===== src/rtl/reg_op_sequencer_pkg.sv =====
// Shared constants and types for the register-file micro-op sequencer:
// opcode values, REGBOPX encodings, default widths and the FSM state type.
package reg_op_sequencer_pkg;

    localparam int DW_DEF     = 16;
    localparam int AW_DEF     = 4;
    localparam int PC_IDX_DEF = 15;

    localparam logic [2:0] OP_NOP   = 3'b000;
    localparam logic [2:0] OP_LOAD  = 3'b001;
    localparam logic [2:0] OP_INC   = 3'b010;
    localparam logic [2:0] OP_DEC   = 3'b011;
    localparam logic [2:0] OP_MOVE  = 3'b100;
    localparam logic [2:0] OP_SWAP  = 3'b101;
    localparam logic [2:0] OP_LDINC = 3'b110;
    localparam logic [2:0] OP_RSVD  = 3'b111;

    localparam logic [1:0] BOP_NONE = 2'b00;
    localparam logic [1:0] BOP_DEC  = 2'b01;
    localparam logic [1:0] BOP_INC  = 2'b11;

    typedef enum logic [1:0] {
        ST_IDLE = 2'd0,
        ST_EX1  = 2'd1,
        ST_EX2  = 2'd2,
        ST_EX3  = 2'd3
    } state_e;

endpackage


===== src/rtl/reg_op_sequencer_if.sv =====
// Bundle of the decoder-side handshake and the register-file control/data
// signals. The sequencer uses the slave view; the decoder/register-file
// environment uses the master view.
interface reg_op_sequencer_if
    import reg_op_sequencer_pkg::*;
#(
    parameter int DW = DW_DEF,
    parameter int AW = AW_DEF
);
    logic          OP_VALID;
    logic          OP_READY;
    logic [2:0]    OP_CODE;
    logic [AW-1:0] OP_RA;
    logic [AW-1:0] OP_RB;
    logic [DW-1:0] OP_DATA;
    logic          OP_DONE;
    logic          OP_ERR;
    logic [DW-1:0] DOUT_A;
    logic [DW-1:0] DOUT_B;
    logic [AW-1:0] REGAX;
    logic          REGAOPX;
    logic [AW-1:0] REGBX;
    logic [1:0]    REGBOPX;
    logic [DW-1:0] DIN;

    modport master (
        output OP_VALID, OP_CODE, OP_RA, OP_RB, OP_DATA, DOUT_A, DOUT_B,
        input  OP_READY, OP_DONE, OP_ERR, REGAX, REGAOPX, REGBX, REGBOPX, DIN
    );

    modport slave (
        input  OP_VALID, OP_CODE, OP_RA, OP_RB, OP_DATA, DOUT_A, DOUT_B,
        output OP_READY, OP_DONE, OP_ERR, REGAX, REGAOPX, REGBX, REGBOPX, DIN
    );

endinterface


===== src/rtl/reg_op_sequencer_decode.sv =====
// Combinational classification of an incoming micro-op: how many execute
// cycles it needs, whether it is legal, and whether RA and RB collide.
module reg_op_sequencer_decode
    import reg_op_sequencer_pkg::*;
#(
    parameter int AW     = AW_DEF,
    parameter int PC_IDX = PC_IDX_DEF
) (
    input  logic [2:0]    op_code,
    input  logic [AW-1:0] op_ra,
    input  logic [AW-1:0] op_rb,
    output logic [1:0]    op_len,
    output logic          op_legal,
    output logic          same_reg
);

    typedef logic [AW-1:0] idx_t;
    localparam idx_t PC_SEL = idx_t'(PC_IDX);

    logic rb_is_pc;

    // Length and legality per opcode; a colliding SWAP collapses to the RA load only.
    always_comb begin
        op_len   = 2'd1;
        op_legal = 1'b1;
        same_reg = (op_ra == op_rb);
        rb_is_pc = (op_rb == PC_SEL);
        case (op_code)
            OP_NOP, OP_LOAD: begin
                op_len   = 2'd1;
                op_legal = 1'b1;
            end
            OP_INC, OP_DEC, OP_LDINC: begin
                op_len   = 2'd1;
                op_legal = !rb_is_pc;
            end
            OP_MOVE: begin
                op_len   = 2'd2;
                op_legal = 1'b1;
            end
            OP_SWAP: begin
                op_len   = same_reg ? 2'd2 : 2'd3;
                op_legal = 1'b1;
            end
            OP_RSVD: begin
                op_len   = 2'd1;
                op_legal = 1'b0;
            end
            default: begin
                op_len   = 2'd1;
                op_legal = 1'b0;
            end
        endcase
    end

endmodule


===== src/rtl/reg_op_sequencer.sv =====
// Register-file micro-op sequencer. Accepts one op per valid/ready handshake
// and drives the register-file controls over 1-3 execute cycles. Every output
// is a flop; the values for execute cycle k are computed on the edge that
// ends cycle k-1, so B-side read data lands straight in the DIN register
// (acting as the B temporary) while the A-side read is held in ta_q.
module reg_op_sequencer
    import reg_op_sequencer_pkg::*;
#(
    parameter int DW     = DW_DEF,
    parameter int AW     = AW_DEF,
    parameter int PC_IDX = PC_IDX_DEF
) (
    input  logic              CLK,
    input  logic              RESET,
    reg_op_sequencer_if.slave bus
);

    state_e        state_q, state_d;
    logic          ready_q, ready_d;
    logic [AW-1:0] ra_q, ra_d;
    logic [AW-1:0] rb_q, rb_d;
    logic [1:0]    len_q, len_d;
    logic [DW-1:0] ta_q, ta_d;
    logic [AW-1:0] regax_q, regax_d;
    logic [AW-1:0] regbx_q, regbx_d;
    logic          aop_q, aop_d;
    logic [1:0]    bop_q, bop_d;
    logic [DW-1:0] din_q, din_d;
    logic          done_q, done_d;
    logic          err_q, err_d;

    logic [1:0]    dec_len_s;
    logic          dec_legal_s;
    logic          dec_same_s;

    reg_op_sequencer_decode #(
        .AW     (AW),
        .PC_IDX (PC_IDX)
    ) u_decode (
        .op_code  (bus.OP_CODE),
        .op_ra    (bus.OP_RA),
        .op_rb    (bus.OP_RB),
        .op_len   (dec_len_s),
        .op_legal (dec_legal_s),
        .same_reg (dec_same_s)
    );

    // Next-state and next-output computation for the execute sequence.
    always_comb begin
        state_d = state_q;
        ready_d = ready_q;
        ra_d    = ra_q;
        rb_d    = rb_q;
        len_d   = len_q;
        ta_d    = ta_q;
        regax_d = regax_q;
        regbx_d = regbx_q;
        aop_d   = 1'b0;
        bop_d   = BOP_NONE;
        din_d   = {DW{1'b0}};
        done_d  = 1'b0;
        err_d   = 1'b0;
        case (state_q)
            ST_IDLE: begin
                if (bus.OP_VALID && ready_q) begin
                    state_d = ST_EX1;
                    ready_d = 1'b0;
                    ra_d    = bus.OP_RA;
                    rb_d    = bus.OP_RB;
                    len_d   = dec_len_s;
                    if (!dec_legal_s) begin
                        err_d = 1'b1;
                    end else begin
                        case (bus.OP_CODE)
                            OP_NOP: begin
                                done_d = 1'b1;
                            end
                            OP_LOAD: begin
                                regax_d = bus.OP_RA;
                                din_d   = bus.OP_DATA;
                                aop_d   = 1'b1;
                                done_d  = 1'b1;
                            end
                            OP_INC: begin
                                regbx_d = bus.OP_RB;
                                bop_d   = BOP_INC;
                                done_d  = 1'b1;
                            end
                            OP_DEC: begin
                                regbx_d = bus.OP_RB;
                                bop_d   = BOP_DEC;
                                done_d  = 1'b1;
                            end
                            OP_MOVE: begin
                                regbx_d = bus.OP_RB;
                            end
                            OP_SWAP: begin
                                regax_d = bus.OP_RA;
                                regbx_d = bus.OP_RB;
                            end
                            OP_LDINC: begin
                                regax_d = bus.OP_RA;
                                din_d   = bus.OP_DATA;
                                aop_d   = 1'b1;
                                regbx_d = bus.OP_RB;
                                bop_d   = dec_same_s ? BOP_NONE : BOP_INC;
                                done_d  = 1'b1;
                            end
                            default: begin
                                err_d = 1'b1;
                            end
                        endcase
                    end
                end else begin
                    ready_d = 1'b1;
                end
            end
            ST_EX1: begin
                if (len_q == 2'd1) begin
                    state_d = ST_IDLE;
                    ready_d = 1'b1;
                end else begin
                    // MOVE and SWAP both write RA with the captured B value next.
                    state_d = ST_EX2;
                    ta_d    = bus.DOUT_A;
                    regax_d = ra_q;
                    din_d   = bus.DOUT_B;
                    aop_d   = 1'b1;
                    done_d  = (len_q == 2'd2);
                end
            end
            ST_EX2: begin
                if (len_q == 2'd3) begin
                    state_d = ST_EX3;
                    regax_d = rb_q;
                    din_d   = ta_q;
                    aop_d   = 1'b1;
                    done_d  = 1'b1;
                end else begin
                    state_d = ST_IDLE;
                    ready_d = 1'b1;
                end
            end
            ST_EX3: begin
                state_d = ST_IDLE;
                ready_d = 1'b1;
            end
            default: begin
                state_d = ST_IDLE;
                ready_d = 1'b1;
            end
        endcase
    end

    // State, operand and output registers; RESET drops any pending writes.
    always_ff @(posedge CLK) begin
        if (RESET) begin
            state_q <= ST_IDLE;
            ready_q <= 1'b0;
            ra_q    <= {AW{1'b0}};
            rb_q    <= {AW{1'b0}};
            len_q   <= 2'd0;
            ta_q    <= {DW{1'b0}};
            regax_q <= {AW{1'b0}};
            regbx_q <= {AW{1'b0}};
            aop_q   <= 1'b0;
            bop_q   <= BOP_NONE;
            din_q   <= {DW{1'b0}};
            done_q  <= 1'b0;
            err_q   <= 1'b0;
        end else begin
            state_q <= state_d;
            ready_q <= ready_d;
            ra_q    <= ra_d;
            rb_q    <= rb_d;
            len_q   <= len_d;
            ta_q    <= ta_d;
            regax_q <= regax_d;
            regbx_q <= regbx_d;
            aop_q   <= aop_d;
            bop_q   <= bop_d;
            din_q   <= din_d;
            done_q  <= done_d;
            err_q   <= err_d;
        end
    end

    assign bus.OP_READY = ready_q;
    assign bus.OP_DONE  = done_q;
    assign bus.OP_ERR   = err_q;
    assign bus.REGAX    = regax_q;
    assign bus.REGAOPX  = aop_q;
    assign bus.REGBX    = regbx_q;
    assign bus.REGBOPX  = bop_q;
    assign bus.DIN      = din_q;

endmodule


===== src/flat_wrapper.sv =====
// flat-port wrapper written by rule: the top's interface ports become plain ports
module reg_op_sequencer_flat import reg_op_sequencer_pkg::*;
#(
    parameter int DW     = DW_DEF,
    parameter int AW     = AW_DEF,
    parameter int PC_IDX = PC_IDX_DEF
)
  (CLK, RESET, bus_OP_VALID, bus_OP_CODE, bus_OP_RA, bus_OP_RB, bus_OP_DATA, bus_DOUT_A, bus_DOUT_B, bus_OP_READY, bus_OP_DONE, bus_OP_ERR, bus_REGAX, bus_REGAOPX, bus_REGBX, bus_REGBOPX, bus_DIN);
  reg_op_sequencer_if #(.DW(DW), .AW(AW)) bus_i ();
  input  logic CLK;
  input  logic RESET;
  input wire logic [$bits(bus_i.OP_VALID)-1:0] bus_OP_VALID;
  input wire logic [$bits(bus_i.OP_CODE)-1:0] bus_OP_CODE;
  input wire logic [$bits(bus_i.OP_RA)-1:0] bus_OP_RA;
  input wire logic [$bits(bus_i.OP_RB)-1:0] bus_OP_RB;
  input wire logic [$bits(bus_i.OP_DATA)-1:0] bus_OP_DATA;
  input wire logic [$bits(bus_i.DOUT_A)-1:0] bus_DOUT_A;
  input wire logic [$bits(bus_i.DOUT_B)-1:0] bus_DOUT_B;
  output wire logic [$bits(bus_i.OP_READY)-1:0] bus_OP_READY;
  output wire logic [$bits(bus_i.OP_DONE)-1:0] bus_OP_DONE;
  output wire logic [$bits(bus_i.OP_ERR)-1:0] bus_OP_ERR;
  output wire logic [$bits(bus_i.REGAX)-1:0] bus_REGAX;
  output wire logic [$bits(bus_i.REGAOPX)-1:0] bus_REGAOPX;
  output wire logic [$bits(bus_i.REGBX)-1:0] bus_REGBX;
  output wire logic [$bits(bus_i.REGBOPX)-1:0] bus_REGBOPX;
  output wire logic [$bits(bus_i.DIN)-1:0] bus_DIN;
  assign bus_i.OP_VALID = bus_OP_VALID;
  assign bus_i.OP_CODE = bus_OP_CODE;
  assign bus_i.OP_RA = bus_OP_RA;
  assign bus_i.OP_RB = bus_OP_RB;
  assign bus_i.OP_DATA = bus_OP_DATA;
  assign bus_i.DOUT_A = bus_DOUT_A;
  assign bus_i.DOUT_B = bus_DOUT_B;
  assign bus_OP_READY = bus_i.OP_READY;
  assign bus_OP_DONE = bus_i.OP_DONE;
  assign bus_OP_ERR = bus_i.OP_ERR;
  assign bus_REGAX = bus_i.REGAX;
  assign bus_REGAOPX = bus_i.REGAOPX;
  assign bus_REGBX = bus_i.REGBX;
  assign bus_REGBOPX = bus_i.REGBOPX;
  assign bus_DIN = bus_i.DIN;
  reg_op_sequencer #(.DW(DW), .AW(AW), .PC_IDX(PC_IDX)) u_core (.CLK(CLK), .RESET(RESET), .bus(bus_i));
endmodule

===== config.mk =====
export PLATFORM = sky130hd
export DESIGN_NAME = reg_op_sequencer_flat
export DESIGN_NICKNAME = d
export VERILOG_FILES = /design/src/rtl/reg_op_sequencer_pkg.sv /design/src/rtl/reg_op_sequencer_if.sv /design/src/rtl/reg_op_sequencer_decode.sv /design/src/rtl/reg_op_sequencer.sv /design/src/flat_wrapper.sv
export SDC_FILE = /design/constraint.sdc
export NUM_CORES = 1
export LEC_CHECK = 0
export CAP_MARGIN = 20
export CORE_ASPECT_RATIO = 0.6
export CORE_UTILIZATION = 41
export CTS_BUF_LIST = sky130_fd_sc_hd__clkbuf_4
export DETAILED_ROUTE_END_ITERATION = 10
export PLACE_DENSITY = 0.78
export SYNTH_ARGS = -nofsm -noshare
export SYNTH_HDL_FRONTEND = slang
export SYNTH_SLANG_ARGS = --single-unit

===== constraint.sdc =====
create_clock -name CLK -period 2 [get_ports CLK]
set_clock_uncertainty 0.05 [all_clocks]
set_input_delay 0.2 -clock CLK [delete_from_list [all_inputs] [get_ports CLK]]
set_output_delay 0.2 -clock CLK [all_outputs]
set_load 0.03 [all_outputs]

## After elaboration in Yosys (flattened, before gate mapping)

Index checks and enable logic that the tools add are counted.
W data, S select, Z words.

| storage, ports and cells | value |
|---|---|
| word-level logic and storage cells | 97 |
| latch bits | 0 |
| output and inout port bits | 30 |
| memories | 0 |
| input port bits | 62 |
| bits in read-only memories | 0 |
| RAM bits | 0 |
| flip-flop bits (word level) | 58 |

| operators by class | value |
|---|---|
| muxes and demuxes | 38 |
| add/subtract/negate cells | 0 |
| shift-type cells | 0 |
| order comparisons | 0 |
| equal/unequal tests | 22 |
| divide/modulo/power cells | 0 |
| reduce and logical (&&, ||, !) cells | 20 |
| bitwise gates (word level) | 4 |
| $mul | 0 |

Operators with widths:

| operator | number |
|---|---|
| $mux W16 | 5 |
| $pmux W16 S3 | 1 |
| $mux W4 | 5 |
| $mux W1 | 15 |
| $eq A3 B3 Y1 const B | 4 |
| $pmux W2 S3 | 2 |
| $pmux W4 S3 | 1 |
| $reduce_or A5 Y1 | 2 |
| $pmux W1 S3 | 3 |
| $reduce_or A3 Y1 | 3 |
| $eq A2 B2 Y1 const B | 4 |
| $mux W2 | 4 |
| $ne A2 B1 Y1 const B | 4 |
| $pmux W2 S4 | 1 |
| $reduce_or A4 Y1 | 2 |
| $reduce_or A7 Y1 | 1 |
| $eq A3 B2 Y1 const B | 2 |
| $ne A2 B2 Y1 const B | 3 |
| $reduce_and A2 Y1 | 3 |
| $reduce_and A6 Y1 | 1 |
| $reduce_or A6 Y1 | 1 |
| $eq A2 B1 Y1 const B | 2 |
| $eq A4 B4 Y1 | 1 |
| $eq A4 B4 Y1 const B | 1 |
| other kinds (10) | 13 |

## Depth between registers and ports, before layout

| depth | value |
|---|---|
| depth after elaboration | 6 |
| mapped depth | 8 |
| gate-level depth less buffers | 6 |

## Cells and area by module

From an unflattened synthesis, not the netlist that was laid out.

| second synthesis, totals | value |
|---|---|
| cells, all modules | 279 |
| area total of the unflattened synthesis | 2461.1 µm² |

By module, submodules not included:

| module | area each (µm²) | cells each | times used | seq. area each (µm²) |
|---|---|---|---|---|
| reg_op_sequencer | 2381.0 | 267 | 1 | 1161.1 |
| reg_op_sequencer_decode | 80.1 | 12 | 1 | 0.0 |

## Least setup slack after synthesis

OpenSTA, ideal clock, no wires.

| timing | value |
|---|---|
| path type | register to register |
| start | register u_core.state_q[1] |
| end | register u_core.regax_q[0] (netlist: u_core.bus.REGAX[0]) |
| setup time | 0.070 ns |
| clock period less this slack | 1.877 ns |
| arrival time | 1.757 ns |
| path buffers | 1 |
| cell stages (with the launch flop) | 8 |
| slack | 0.123 ns |
| required time | 1.880 ns |
| path through | dfxtp_1 inv_1 ha_1 buf_6 a21o_1 a221o_1 or3b_1 a21oi_1 |

| between the ends | value |
|---|---|
| cells in the longest elaborated chain, start to end | 3 |
| elaborated cells on any way between the ends | 11 |
| those cells by class | eq/ne: 7; mux: 1; reduce/logical: 3 |

Ends and longest elaborated chain:

| what | line | RTL |
|---|---|---|
| start: declaration | reg_op_sequencer.sv:18 | `state_e state_q, state_d;` |
| start signal: assignment | reg_op_sequencer.sv:172 | `state_q <= state_d;` |
| $eq A2 B2 Y1 (tied with other cells) | reg_op_sequencer.sv:63 | `case (state_q)` |
| $ne A2 B1 Y1 (no source line) (tied with other cells) | -- |  |
| $reduce_and A6 Y1 (no source line) | -- |  |
| end signal: assignment | reg_op_sequencer.sv:164 | `regax_q <= {AW{1'b0}};` |
| end signal: assignment | reg_op_sequencer.sv:178 | `regax_q <= regax_d;` |
| end: declaration | reg_op_sequencer.sv:24 | `logic [AW-1:0] regax_q, regax_d;` |

Parallel ways exist; a longest one is shown, timed or not.
A chain may end at the register's enable or synchronous reset.

## Final worst setup path

| timing | value |
|---|---|
| start | register u_core.state_q[1] |
| end | register u_core.regax_q[2] (netlist: u_core.bus.REGAX[2]) |

The elaborated chain is that of the path after synthesis.

==> impl_metrics.py <==
metrics = {
    "run_status": {
        "status": "completed",
    },
    "clocking": {
        "ctsLongestPathBuffers": 2,
        "cts_setup_buffers": 0,
        "cts.sinks": 58,
        "cts_inserted_buffers": 9,
        "holdBufCountCts": 0,
        "htree_num_levels": 3,
        "path_clk_slew_ps": 100,
        "post_cts_resized": 1,
        "cts_tree": "built",
        "clockRootBuffer": "clkbuf_4",
        "insertion_delay_ps": 410,
    },
    "synth": {
        "ys_warn_count": 0,
        "ys_seq_area_frac": 0.474,
        "synthDistinctLibCells": 45,
        "synthArstFlopShare": 0,
        "syn_nets": 346,
        "synth-edff-count": 0,
        "synth_seq_cells": 58,
        "yosysTopAreaCell": "dfxtp_1",
        "synth.area.top_cells": "dfxtp_1 (47%), nand2_1 (8.4%), a21oi_1 (8.0%)",
        "syn_area_um2": 2450,
        "synth-main-ff-cell": "dfxtp_1",
        "synthTopCellsByCount": "dfxtp_1 (58), nand2_1 (55), a21oi_1 (39)",
        "netlist_instances": 279,
        "synth_top_area_frac": 0.474,
        "synth.avg_cell_area_um2": 8.79,
        "yosysMostFrequentCell": "dfxtp_1",
    },
    "grt": {
        "grt_max_degree": 41,
        "top_usage_layer": "met2",
        "grtUsageMet1": 0.322,
        "use_met2": 0.327,
        "grt_pass1_wl_um": 10500,
        "antenna_found_initial": 0,
        "grt_usage": 0.226,
        "grt_use_met3": 0.0626,
        "grt_pass1_vias": 2079,
        "globalRoute.totalOverflow": 0,
    },
    "detailed_routing": {
        "drt_pass1_iterations": 5,
        "vias": 2485,
        "avgRoutedWirePerCell_um": 14.9,
        "drtAntennaViolNets": 0,
        "vias_per_cell": 5.26,
        "drt_wl_total_um": 7050,
        "first_iter_violations": 143,
        "drcViolationCount": 0,
    },
    "critical_path": {
        "cp_top_family": "compound AO/OA/AOI/OAI gates",
        "slowest_stage": "a221o_1",
        "r2r-end": "u_core.bus.REGAX[2]",
        "crit_chain": "inv_1, ha_1, a21o_1, a221o_1, or3b_1, a21oi_1",
        "r2r_slack_ps": 140,
        "cp.depth": 6,
        "path_class": "flip-flop to flip-flop",
        "rr_worst_depth": 6,
        "end_kind": "flip-flop",
        "r2r-start": "u_core.state_q[1]",
        "slowest_delay_ps": 420,
        "path_buf_inv": 1,
        "startpoint_type": "flip-flop",
        "crit_required_ps": 2280,
        "cp_max_fo": 8,
        "arrival_ps": 2140,
    },
    "worst_hold_path": {
        "hold_path_class": "primary input to flip-flop",
        "hold_start": "bus_DOUT_A[0]",
        "hold_depth": 3,
        "hold_end": "u_core.ta_q[0]",
    },
    "sta": {
        "setup_viol": 0,
        "tightest_slew_ps": 661,
        "timing.final.crit_period_ps": 1860,
        "rsz0062_at_grt": "false",
        "setup_tns_ps": 0,
        "max_freq_ghz": 0.539,
        "hold_viol_final": 0,
        "slew_violations": 0,
        "relSlewSlack": 0.558,
        "fin_crit_sh": 0.928,
    },
    "floorplanning": {
        "core_um2": 5680,
        "fp.dieArea_um2": 6300,
        "rows": 21,
        "start_util": 0.432,
        "ios": 92,
        "chipHeight_um": 61.9,
        "die_x_um": 102,
    },
    "finish": {
        "diodes": 0,
        "nets": 454,
        "multi_input_area_um2": 1180,
        "ff_latch_area_um2": 1160,
        "drive_gt1_frac": 0.120,
        "nFillCells": 501,
        "syn_to_final_growth_pct": 52.0,
    },
    "pwr": {
        "power_density_nw_per_um2": 1030,
        "finalPower_mw": 3.82,
        "ir_drop_uv": 608,
        "cellLeakagePower_nw": 1.36,
    },
    "placed_design": {
        "gp_congestion": 0.851,
        "hpwl_um": 5100,
        "io_buffers": 91,
    },
    "job": {
        "drv_cap": 0,
    },
}
[power breakdown]
part	total (mW)	switching, mW	internal, mW
registers	1.49	0.116	1.38
clock network	0.953	0.441	0.513
logic	1.38	0.769	0.610
total	3.82	1.33	2.50
[worst max path at each step]
stage,from,slack [ps],to
after floorplan,u_core.state_q[1],120,u_core.bus.REGAX[0]
after global placement,bus_OP_CODE[0],-90,u_core.bus.DIN[8]
after detailed placement,bus_OP_CODE[0],-140,u_core.bus.DIN[14]
after CTS,u_core.state_q[1],90,u_core.bus.REGAX[2]
after global routing,u_core.state_q[0],50,u_core.bus.REGAX[2]
final,u_core.state_q[1],140,u_core.bus.REGAX[2]
[registers in the layout, indices dropped and copies added, names as in the netlist, 2 cells and up]
register            count
u_core.ta_q            16
u_core.state_q          2
u_core.bus.DIN         16
u_core.len_q            2
u_core.ra_q             4
u_core.bus.REGBX        4
u_core.rb_q             4
u_core.bus.REGAX        4
u_core.bus.REGBOPX      2
[routing by layer]
layer,routed length [um],share of wire
met1,3420,0.49
met2,3080,0.44
met3,445,0.063
met4,100,0.014
met5,0,0
[worst reg2reg max path, stage by stage, from the launching register on]
cell and delay (ps):
dfxtp_2 380, inv_1 70, ha_1 190, a21o_1 170
a221o_1 420, or3b_1 370, a21oi_1 130
[cell families after synthesis]
logic type,Yosys count,synth area share
XOR/XNOR,4,0.0143
multiplexers,1,0.00459
adder cells (fa/ha/maj),5,0.0255
AND/OR/NAND/NOR,85,0.157
buffers and inverters,25,0.0459
flip-flops,58,0.474
AO/OA/AOI/OAI,101,0.279
[cells in the final DEF, fill, tap and decap left out, drive strengths merged, types with 2 or more instances in the layout]
master	instances
o21ai	11
a211oi	2
a221oi	2
nand2	55
or3b	3
nand3	6
clkdlybuf4s50	91
buf	25
bufinv	2
nor2	8
xor2	4
nor2b	2
clkbuf	10
inv	6
clkinv	3
a21oi	39
a22oi	20
o2bb2ai	16
or3	2
ha	5
dfxtp	58
[through the flow]
stage / hold slack, ps / worst slack (ps) / area [um^2] / std cells / utilization
after floorplan: 242 / 123 / 2450 / 279 / -
after global placement: 392 / -87.4 / 3560 / 456 / 0.627
after detailed placement: 396 / -141 / 3560 / 456 / 0.627
after CTS: 265 / 86.1 / 3720 / 472 / 0.656
after global routing: 271 / 51.4 / 3720 / 472 / 0.656
final: 277 / 145 / 3720 / 472 / 0.656
[area by class of cell]
class                   count  share of cell area
multi-input cells         196               0.318
flip-flops and latches     58               0.312
repair buffers            116               0.295
well taps                  80              0.0269
clock inverters             6              0.0218
clock buffers              10              0.0202
inverters                   6             0.00605
Note: power is estimated with default switching activity, not from simulation.
